File: src/rtl/serial_adder_pkg.sv
// Shared types and constants for the bit-serial add/subtract unit.
package serial_adder_pkg;

   typedef enum logic [1:0] {
      IDLE = 2'd0,
      BUSY = 2'd1,
      DONE = 2'd2
   } state_t;

   localparam int SERIAL_ADDER_DEFAULT_WIDTH = 32;

endpackage

File: src/rtl/serial_adder_full_adder_1.sv
// Single-bit full adder: the one arithmetic slice the serial adder reuses.
module full_adder_1 (
   input  logic a,
   input  logic b,
   input  logic carry_in,
   output logic sum,
   output logic carry_out
);

   assign sum       = a ^ b ^ carry_in;
   assign carry_out = (a & b) | (carry_in & (a ^ b));

endmodule

File: src/rtl/serial_adder_32.sv
// Bit-serial add/subtract, one bit pair per cycle, start/done handshake.
// Define SERIAL_ADDER_OVERFLOW_EN to add the signed overflow_out port.
module serial_adder_32
   import serial_adder_pkg::*;
#(
   parameter int WIDTH = SERIAL_ADDER_DEFAULT_WIDTH
) (
   input  logic             clock,
   input  logic             reset,
   input  logic             start_in,
   input  logic             subtract_in,
   input  logic [WIDTH-1:0] operand_a_in,
   input  logic [WIDTH-1:0] operand_b_in,
   output logic             ready_out,
   output logic             busy_out,
   output logic             done_out,
   output logic [WIDTH-1:0] result_out,
`ifdef SERIAL_ADDER_OVERFLOW_EN
   output logic             overflow_out,
`endif
   output logic             carry_out
);

   localparam int CW = (WIDTH > 1) ? $clog2(WIDTH) : 1;
   localparam logic [CW-1:0] LAST = CW'(WIDTH - 1);

   state_t           state;
   logic [WIDTH-1:0] a_sh;
   logic [WIDTH-1:0] b_sh;
   logic [WIDTH-2:0] res_sh;
   logic             carry;
   logic [CW-1:0]    cnt;

   logic             slice_sum;
   logic             slice_co;
   logic [WIDTH-1:0] res_nxt;

   full_adder_1 u_slice (
      .a         (a_sh[0]),
      .b         (b_sh[0]),
      .carry_in  (carry),
      .sum       (slice_sum),
      .carry_out (slice_co)
   );

   // New sum bit enters at the MSB; after WIDTH steps the word is aligned.
   assign res_nxt = {slice_sum, res_sh};

   always_ff @(posedge clock or posedge reset) begin
      if (reset) begin
         state      <= IDLE;
         ready_out  <= 1'b1;
         busy_out   <= 1'b0;
         done_out   <= 1'b0;
         result_out <= '0;
         carry_out  <= 1'b0;
`ifdef SERIAL_ADDER_OVERFLOW_EN
         overflow_out <= 1'b0;
`endif
         a_sh       <= '0;
         b_sh       <= '0;
         res_sh     <= '0;
         carry      <= 1'b0;
         cnt        <= '0;
      end else begin
         done_out <= 1'b0;
         unique case (state)
            BUSY: begin
               a_sh   <= a_sh >> 1;
               b_sh   <= b_sh >> 1;
               res_sh <= res_nxt[WIDTH-1:1];
               carry  <= slice_co;
               cnt    <= cnt + 1'b1;
               if (cnt == LAST) begin
                  state      <= DONE;
                  ready_out  <= 1'b1;
                  busy_out   <= 1'b0;
                  done_out   <= 1'b1;
                  result_out <= res_nxt;
                  carry_out  <= slice_co;
`ifdef SERIAL_ADDER_OVERFLOW_EN
                  // carry still holds the carry into the MSB here
                  overflow_out <= carry ^ slice_co;
`endif
               end
            end
            default: begin
               if (start_in) begin
                  state     <= BUSY;
                  ready_out <= 1'b0;
                  busy_out  <= 1'b1;
                  a_sh      <= operand_a_in;
                  b_sh      <= subtract_in ? ~operand_b_in
                                           : operand_b_in;
                  carry     <= subtract_in;
                  cnt       <= '0;
               end else begin
                  state <= IDLE;
               end
            end
         endcase
      end
   end

endmodule
File: config.mk
export PLATFORM = sky130hd
export DESIGN_NAME = serial_adder_32
export DESIGN_NICKNAME = d
export VERILOG_FILES = /design/src/rtl/serial_adder_pkg.sv /design/src/rtl/serial_adder_full_adder_1.sv /design/src/rtl/serial_adder_32.sv
export SDC_FILE = /design/constraint.sdc
export NUM_CORES = 1
export LEC_CHECK = 0
export CAP_MARGIN = 20
export CORE_MARGIN = 8
export CORE_UTILIZATION = 25
export CTS_CLUSTER_SIZE = 14
export DETAILED_ROUTE_END_ITERATION = 7
export SLEW_MARGIN = 20
export SYNTH_ARGS = -nofsm -noshare
export SYNTH_HDL_FRONTEND = slang
export SYNTH_SLANG_ARGS = --single-unit
File: constraint.sdc
create_clock -name clock -period 11.5 [get_ports clock]
set_input_delay 2.3 -clock clock [delete_from_list [all_inputs] [get_ports clock]]
set_output_delay 2.3 -clock clock [all_outputs]
set_load 0.01 [all_outputs]
Yosys cells after proc, flatten, opt, wreduce, memory -nomap -nowiden --
Cells that the tools add are included.
Word-level totals: word-level logic and storage cells 44, bits of input ports 68, register bits after elaboration 139, output and inout port bits 36
Operators by class: bitwise operators 6, multiplexer cells 20, eq/ne operators 3, $add $sub $neg 1, reduce and logical (&&, ||, !) cells 3
Operator list (count):
- 32-bit two-way mux | 5
- 32-bit NOT | 1
- 1-bit two-way mux | 11
- 5-bit two-way mux | 2
- 5-bit by 1-bit adder with 5-bit output, second input constant | 1
- 5-bit equality test, second input constant | 1
- 2-bit two-way mux | 2
- 2-bit AND reduction | 2
- 1-bit bitwise AND | 2
- 2-bit by 1-bit equality test with 1-bit output, second input constant | 1
- 2-bit inequality test, second input constant | 1
- 2-bit nonzero test | 1
- 1-bit bitwise XOR | 2
- 1-bit OR | 1

Longest topological paths before layout --
Gate-level depths: netlist of the first run.
depth in word-level cells 4, mapped depth 8, depth with buffers taken out 6

By module --
A second synthesis of the first run with hierarchy kept.
Unflattened totals: cells, all modules 557, area, all modules 6253.5 µm²
Modules (own cells, without submodules):
- serial_adder_32 | cells an instance 556, area an instance 6233.5 µm², instances 1, seq. area each 3479.6 µm²
- full_adder_1 | cells an instance 1, area an instance 20.0 µm², instances 1, seq. area each 0.0 µm²

Worst setup path before layout of the first run --
Ideal clock, no wire load.
path type input to register, from input start_in, to register cnt[3], stages on the path 4, arrival 3.018 ns, setup time 0.121 ns, required time 11.379 ns, slack 8.361 ns, buffers on the path 2, cells stage by stage clkbuf_1 > buf_2 > nor2_1 > a22o_1
On the way: cells in the longest elaborated chain, start to end 1
RTL lines:
- start, declared | line serial_adder_32.sv:10 | input logic start_in,
- 2-bit nonzero test (no line)
- end signal, assigned | line serial_adder_32.sv:73 | cnt <= cnt + 1'b1;
- end, declared | line serial_adder_32.sv:32 | logic [CW-1:0] cnt;
No other way between the ends. A chain may end at the register's enable or synchronous reset.

Worst setup path in the final report of the first run --
from register ready_out, to output ready_out
RTL lines:
- start, declared | line serial_adder_32.sv:14 | output logic ready_out,
- start signal, assigned | line serial_adder_32.sv:52 | ready_out <= 1'b1;
- start signal, assigned | line serial_adder_32.sv:76 | ready_out <= 1'b1;
- start signal, assigned | line serial_adder_32.sv:90 | ready_out <= 1'b0;
No word-level cell between the ends.

==> results of run 1 <==
[state kept, by name (all words and copies together), names as in the netlist]
name	cells
carry_out	1
result_out	32
b_sh	32
a_sh	32
state	2
done_out	1
busy_out	1
res_sh	31
cnt	5
ready_out	1
carry	1
[layer usage]
layer | up-vias | track usage
met1 | 1952 | 0.1118
met5 | - | 0
met4 | 2 | 0.03773
met2 | 71 | 0.1432
li1 | 2026 | -
met3 | 13 | 0.03354
[how the worst max path moves through the flow]
stage	endpoint	slack, ps	depth (start not counted)
after floorplan	a_sh[0]	5480	1
after global placement	res_sh[22]	7240	3
after detailed placement	res_sh[22]	7250	3
after CTS	ready_out	7650	1
after global routing	res_sh[5]	7490	3
final	ready_out	7680	1
[synthesized netlist by cell type (all sizes together)]
cell	count
a211oi	1
a22o	2
and3	1
buf	24
clkbuf	14
dfrtp	138
dfstp	1
fa	1
ha	2
inv	4
mux2	34
mux2i	65
nand2	163
nand2b	1
nand3	2
nor2	4
nor2b	1
o21ai	67
xnor2	2
xor2	31
[area by class of cell]
class,instances,area [µm²],area share
Clock buffer,20,456.7,0.05666
Tap cell,324,405.4,0.05029
Clock inverter,10,142.6,0.01770
Sequential cell,139,3480,0.4317
Timing Repair Buffer,109,1109,0.1375
Inverter,4,22.52,0.002794
Multi-Input combinational cell,377,2445,0.3033
[power breakdown]
group          total, mW  switching [mW]  internal, mW
Sequential         0.806           0.117         0.688
Combinational      0.527           0.260         0.267
Clock              0.559           0.209         0.351
[stage by stage]
stage                     total power [mW]  instances  cell area (µm²)
after floorplan                      1.135        558             6157
after global placement               1.335        951             7406
after detailed placement             1.350        952             7433
after CTS                            1.927        982             8033
after global routing                 2.045        983             8060
final                                1.892        983             8060
[logic make-up (layout without fill, tap and decap cells)]
logic type | count (synthesis) | count (layout) | share of synthesized area
DFF | 139 | 139 | 0.5651
AOI/OAI and AO/OA | 70 | 70 | 0.05853
xor gates and xnor gates | 33 | 33 | 0.04694
buffers and inverters | 42 | 143 | 0.03780
adders and majority gates | 3 | 3 | 0.007315
and+or+nand+nor | 172 | 172 | 0.1103
muxes | 99 | 99 | 0.1739
==> summary.md, run 1 <==
| Metric | Value |
|---|---|
| Hold/Removal Path Class | `reg -> reg` |
| Layout cells sized above 1 | `0.1138` |
| Vias in the first global route | `4271` |
| H-tree lvl count | `4` |
| Worst R2R Start | `state[1]` |
| Clock Skews | `12.14 ps` |
| Starting density of the core | `0.2539` |
| CTS Sinks | `139` |
| Setup CP Type | `reg -> out` |
| R2r worst-path depth | `5` |
| Net count of the finished layout | `719` |
| Met3 WL | `685 µm` |
| Max_cap viols | `0` |
| Met2 WL | `6082 µm` |
| Pre-CTS setup slack | `7247 ps` |
| Max FO, Critical Path | `2` |
| CTS tree | `built` |
| Gpl congestion | `0.6719` |
| Worst path top cell family by delay | `buffers and inverters` |
| WHS Endpoint | `a_sh[7]` |
| Synth unique cells | `27` |
| Synthesis-to-finish area growth | `30.91%` |
| Max Root-Sink Buffers | `2` |
| Routed length per placed instance | `13.27 µm` |
| Min cycle time layout | `3821 ps` |
| Ys Warns | `0` |
| Routed WL | `13050 µm` |
| Reg2reg end | `a_sh[28]` |
| GRT overflow | `0` |
| CTS Root Cell | `clkbuf_16` |
| Overall Global Routing Usage | `0.09128` |
| Peak VDD IR | `0.07985 mV` |
| Worst EP required | `9200 ps` |
| DP HPWL | `8483 µm` |
| Fin. max-slew vios | `0` |
| Post-Syn Area | `6157 µm²` |
| Via-per-instance ratio | `4.134` |
| Crit path launch type | `register` |
| Largest area contributor in the netlist | `dfrtp_1` |
| Vias | `4064` |
| RSZ-0062 raised after global routing | `no` |
| Commonest non-fill, non-tap cells in the layout | `nand2_1 (162), dfrtp_1 (138), clkdlybuf4s50_1 (101)` |
| Clock latency on the worst-skew pair | `420 ps` |
| P per Cell Area | `234.7 nW/µm²` |
| Uppermost layer routed | `met5` |
| WP buf/inv | `1` |
| Worst slew margin | `0.3846` |
| Status | `complete, no violations` |
| CTS clk-pin slew, worst paths | `60 ps` |
| Cells along the critical path | `clkdlybuf4s50_1` |
| Number of setup buffers added after CTS | `0` |
| #FFs+latches synth | `139` |
| Die area | `29910 µm²` |
| Final core utilization | `0.3324` |
| Initial antenna violation count | `1` |
| CTS Hold Buffers Added | `0` |
| DRC | `0` |
| Antenna Nets Post-Route | `0` |
| CP arrival | `1520 ps` |
| Setup ws final | `7679 ps` |
| Met1 wire length | `6083 µm` |
| Synth Instances | `558` |
| Final setup viols | `0` |
| I/O pin cnt | `104` |
| Critical Path Max Stage Delay | `580 ps` |
| Seq/Total Area, Yosys | `0.5651` |
| Critical Path Source | `ready_out` |
| First-pass DRT Iterations | `4` |
| Fmax | `261.7 MHz` |
| P_leak | `3.799 nW` |
| Ant. Diodes | `0` |
| Worst Hold Launch | `a_sh[8]` |
| Die X | `172.9 µm` |
| Actual slew at the worst max-slew pin | `923.2 ps` |
| Final hold slack | `474.7 ps` |
| Iter 0 DRT Violations | `230` |
| Worst reg-to-reg setup slack | `9430 ps` |
| Synth area leaders | `dfrtp_1 (56%), mux2i_1 (11%), nand2_1 (9.9%), o21ai_0 (5.4%), xor2_1 (4.4%)` |
| Post-CTS Resized | `0` |
| Most common cell after layout, fill and taps aside | `nand2_1` |
| Largest net degree at the start of global routing | `117` |
| Syn_nets | `629` |
| Setup TNS | `0 ps` |
| Die height | `172.9 µm` |
| Port buffer count | `103` |
| Core footprint | `24250 µm²` |
| CP max-delay cell | `clkdlybuf4s50_1` |
| Num CTS Buffers | `17` |
| Final Hold Fails | `0` |
| Hold Path Depth | `2` |
| Synth top area share | `0.5609` |
| First-pass GRT wire length | `22110 µm` |
| Filler Cell Count | `2455` |
| Syn Area/Cell | `11.03 µm²` |
| Row Count | `57` |
| Setup crit end kind | `output port` |
| Period utilization | `0.3322` |
(Power assumes the default switching activity.)
==> run 2: changes to the inputs <==
- clock period: 11.5 -> 3.9 ns (I/O delays scaled with it)
==> summary.md, run 2 (synthesized netlist as in run 1, its figures left out) <==
| Metric | Value |
|---|---|
| Status | `complete, no violations` |
| Synthesis-to-finish area growth | `30.75%` |
| Actual slew at the worst max-slew pin | `923.4 ps` |
| WP buf/inv | `1` |
| Logic pwr share | `0.274` |
| Worst R2R Start | `state[1]` |
| CP max-delay cell | `dfstp_2` |
| Iter 0 DRT Violations | `169` |
| CTS Sinks | `139` |
| Max FO, Critical Path | `2` |
| H-tree lvl count | `4` |
| Fin. max-slew vios | `0` |
| Clock Skews | `7.314 ps` |
| Net count of the finished layout | `717` |
| Clock latency on the worst-skew pair | `410 ps` |
| Area of the multi-input gates | `2445 µm²` |
| Largest net degree at the start of global routing | `140` |
| Post-Place Cells | `951` |
| Crit path launch type | `register` |
| Filler Cell Count | `2468` |
| Number of setup buffers added after CTS | `0` |
| CTS clk-pin slew, worst paths | `60 ps` |
| Overall Global Routing Usage | `0.09286` |
| Final Hold Fails | `0` |
| Setup TNS | `0 ps` |
| Clk pwr share | `0.302` |
| Cell count along the critical path | `1` |
| First-pass DRT Iterations | `4` |
| P_leak | `3.792 nW` |
| Setup ws final | `1605 ps` |
| Max_cap viols | `0` |
| Worst path top cell family by delay | `flip-flops` |
| Die area | `29910 µm²` |
| Min cycle time layout | `2295 ps` |
| Worst Hold Launch | `a_sh[7]` |
| CTS Root Cell | `clkbuf_16` |
| Peak VDD IR | `0.2816 mV` |
| Antenna Nets Post-Route | `0` |
| Max Root-Sink Buffers | `2` |
| Register share of total power | `0.424` |
| CTS Hold Buffers Added | `0` |
| CTS tree | `built` |
| Initial antenna violation count | `0` |
| Critical Path Source | `ready_out` |
| Layout cells sized above 1 | `0.1109` |
| Finished Layout Cells | `982` |
| First-pass GRT wire length | `22500 µm` |
| Hold/Removal Path Class | `reg -> reg` |
| Reg2reg end | `result_out[22]` |
| Gpl congestion | `0.6723` |
| Regs by FF count | `a_sh (32), b_sh (32), result_out (32)` |
| RSZ-0062 raised after global routing | `no` |
| Critical Path Max Stage Delay | `560 ps` |
| Setup CP Type | `reg -> out` |
| Die X | `172.9 µm` |
| DP HPWL | `8225 µm` |
| CP arrival | `1510 ps` |
| Final setup viols | `0` |
| Switch share | `0.3067` |
| DP Area | `7430 µm²` |
| Routed WL | `13070 µm` |
| Final Power | `5.611 mW` |
| Commonest non-fill, non-tap cells in the layout | `nand2_1 (162), dfrtp_1 (138), clkdlybuf4s50_1 (101)` |
| R2r worst-path depth | `4` |
| Worst Setup EP | `ready_out` |
| I/O pin cnt | `104` |
| Final instance area | `8050 µm²` |
| Vias in the first global route | `4184` |
| GRT overflow | `0` |
| Worst reg-to-reg setup slack | `1750 ps` |
| Vias | `4024` |
| Period utilization | `0.5884` |
| DRC | `0` |
| Cells along the critical path | `clkdlybuf4s50_1` |
| Port buffer count | `103` |
| Switching power total | `1.721 mW` |
| Pre-CTS setup slack | `1627 ps` |
| Die height | `172.9 µm` |
| P_int | `3.891 mW` |
| Via-per-instance ratio | `4.098` |
| Register area | `3480 µm²` |
| Worst slew margin | `0.3844` |
| Routed length per placed instance | `13.31 µm` |
| Most common cell after layout, fill and taps aside | `nand2_1` |
| Setup crit end kind | `output port` |
| Post-CTS Resized | `0` |
| Ant. Diodes | `0` |
| Starting density of the core | `0.2539` |
| Fmax | `435.8 MHz` |
| Row Count | `57` |
| Core footprint | `24250 µm²` |
| P per Cell Area | `697.0 nW/µm²` |
| Num CTS Buffers | `17` |
| Worst EP required | `3120 ps` |
[run 2: changes by cell type in the layout (fill, tap and decap cells not counted)]
| cell | previous run | this run |
|---|---|---|
| buf_4 | 5 | 2 |
| clkinv_2 | 1 | 2 |
| buf_12 | 0 | 2 |
| clkinv_4 | 1 | 2 |
| clkbuf_1 | 1 | 2 |
| buf_6 | 0 | 1 |
| inv_6 | 2 | 0 |
| bufinv_16 | 3 | 4 |
| clkbuf_8 | 2 | 1 |
| buf_16 | 2 | 0 |
[run 2: worst min path at each step]
stage                           end  slack (ps)  depth (start not counted)
after floorplan           res_sh[0]         440                          2
after global placement     a_sh[11]         460                          2
after detailed placement    a_sh[6]         470                          2
after CTS                   a_sh[6]         480                          2
after global routing       b_sh[17]         500                          2
final                       a_sh[6]         470                          2
[run 2: power groups by stage]
stage / clock network [mW] / logic, mW / registers, mW
5_1_grt: 1.83 / 1.78 / 2.47
3_5_place_dp: 0 / 1.58 / 2.41
2_1_floorplan: 0 / 0.972 / 2.38
6_report: 1.69 / 1.54 / 2.38
3_3_place_gp: 0 / 1.55 / 2.40
4_1_cts: 1.77 / 1.59 / 2.39
[run 2: worst register-to-register path, stage by stage, from the launching register on]
cell and delay (ps):
dfrtp_1 400, nor2b_4 700, nand2_8 160, inv_4 380, mux2_2 400
[run 2: final cells by class]
class	instances	share of cell area
timing repair buffer	107	0.1344
clock inverter	11	0.02114
multi-input combinational	377	0.3037
sequential	139	0.4322
tap	324	0.05036
inverter	4	0.002642
clock buffer	20	0.05549
[run 2: metrics by stage]
step	utilization	hold slack, ps
after floorplan	-	440.2
after global placement	0.3064	457.8
after detailed placement	0.3064	465.9
after CTS	0.3318	479.8
after global routing	0.3320	503.2
final	0.3320	473.3
[run 2: layer usage]
metal  track usage  part of all wire
met5             0                 0
met4       0.03773             0.013
met3       0.03028             0.048
met2        0.1332              0.44
met1        0.1265              0.50
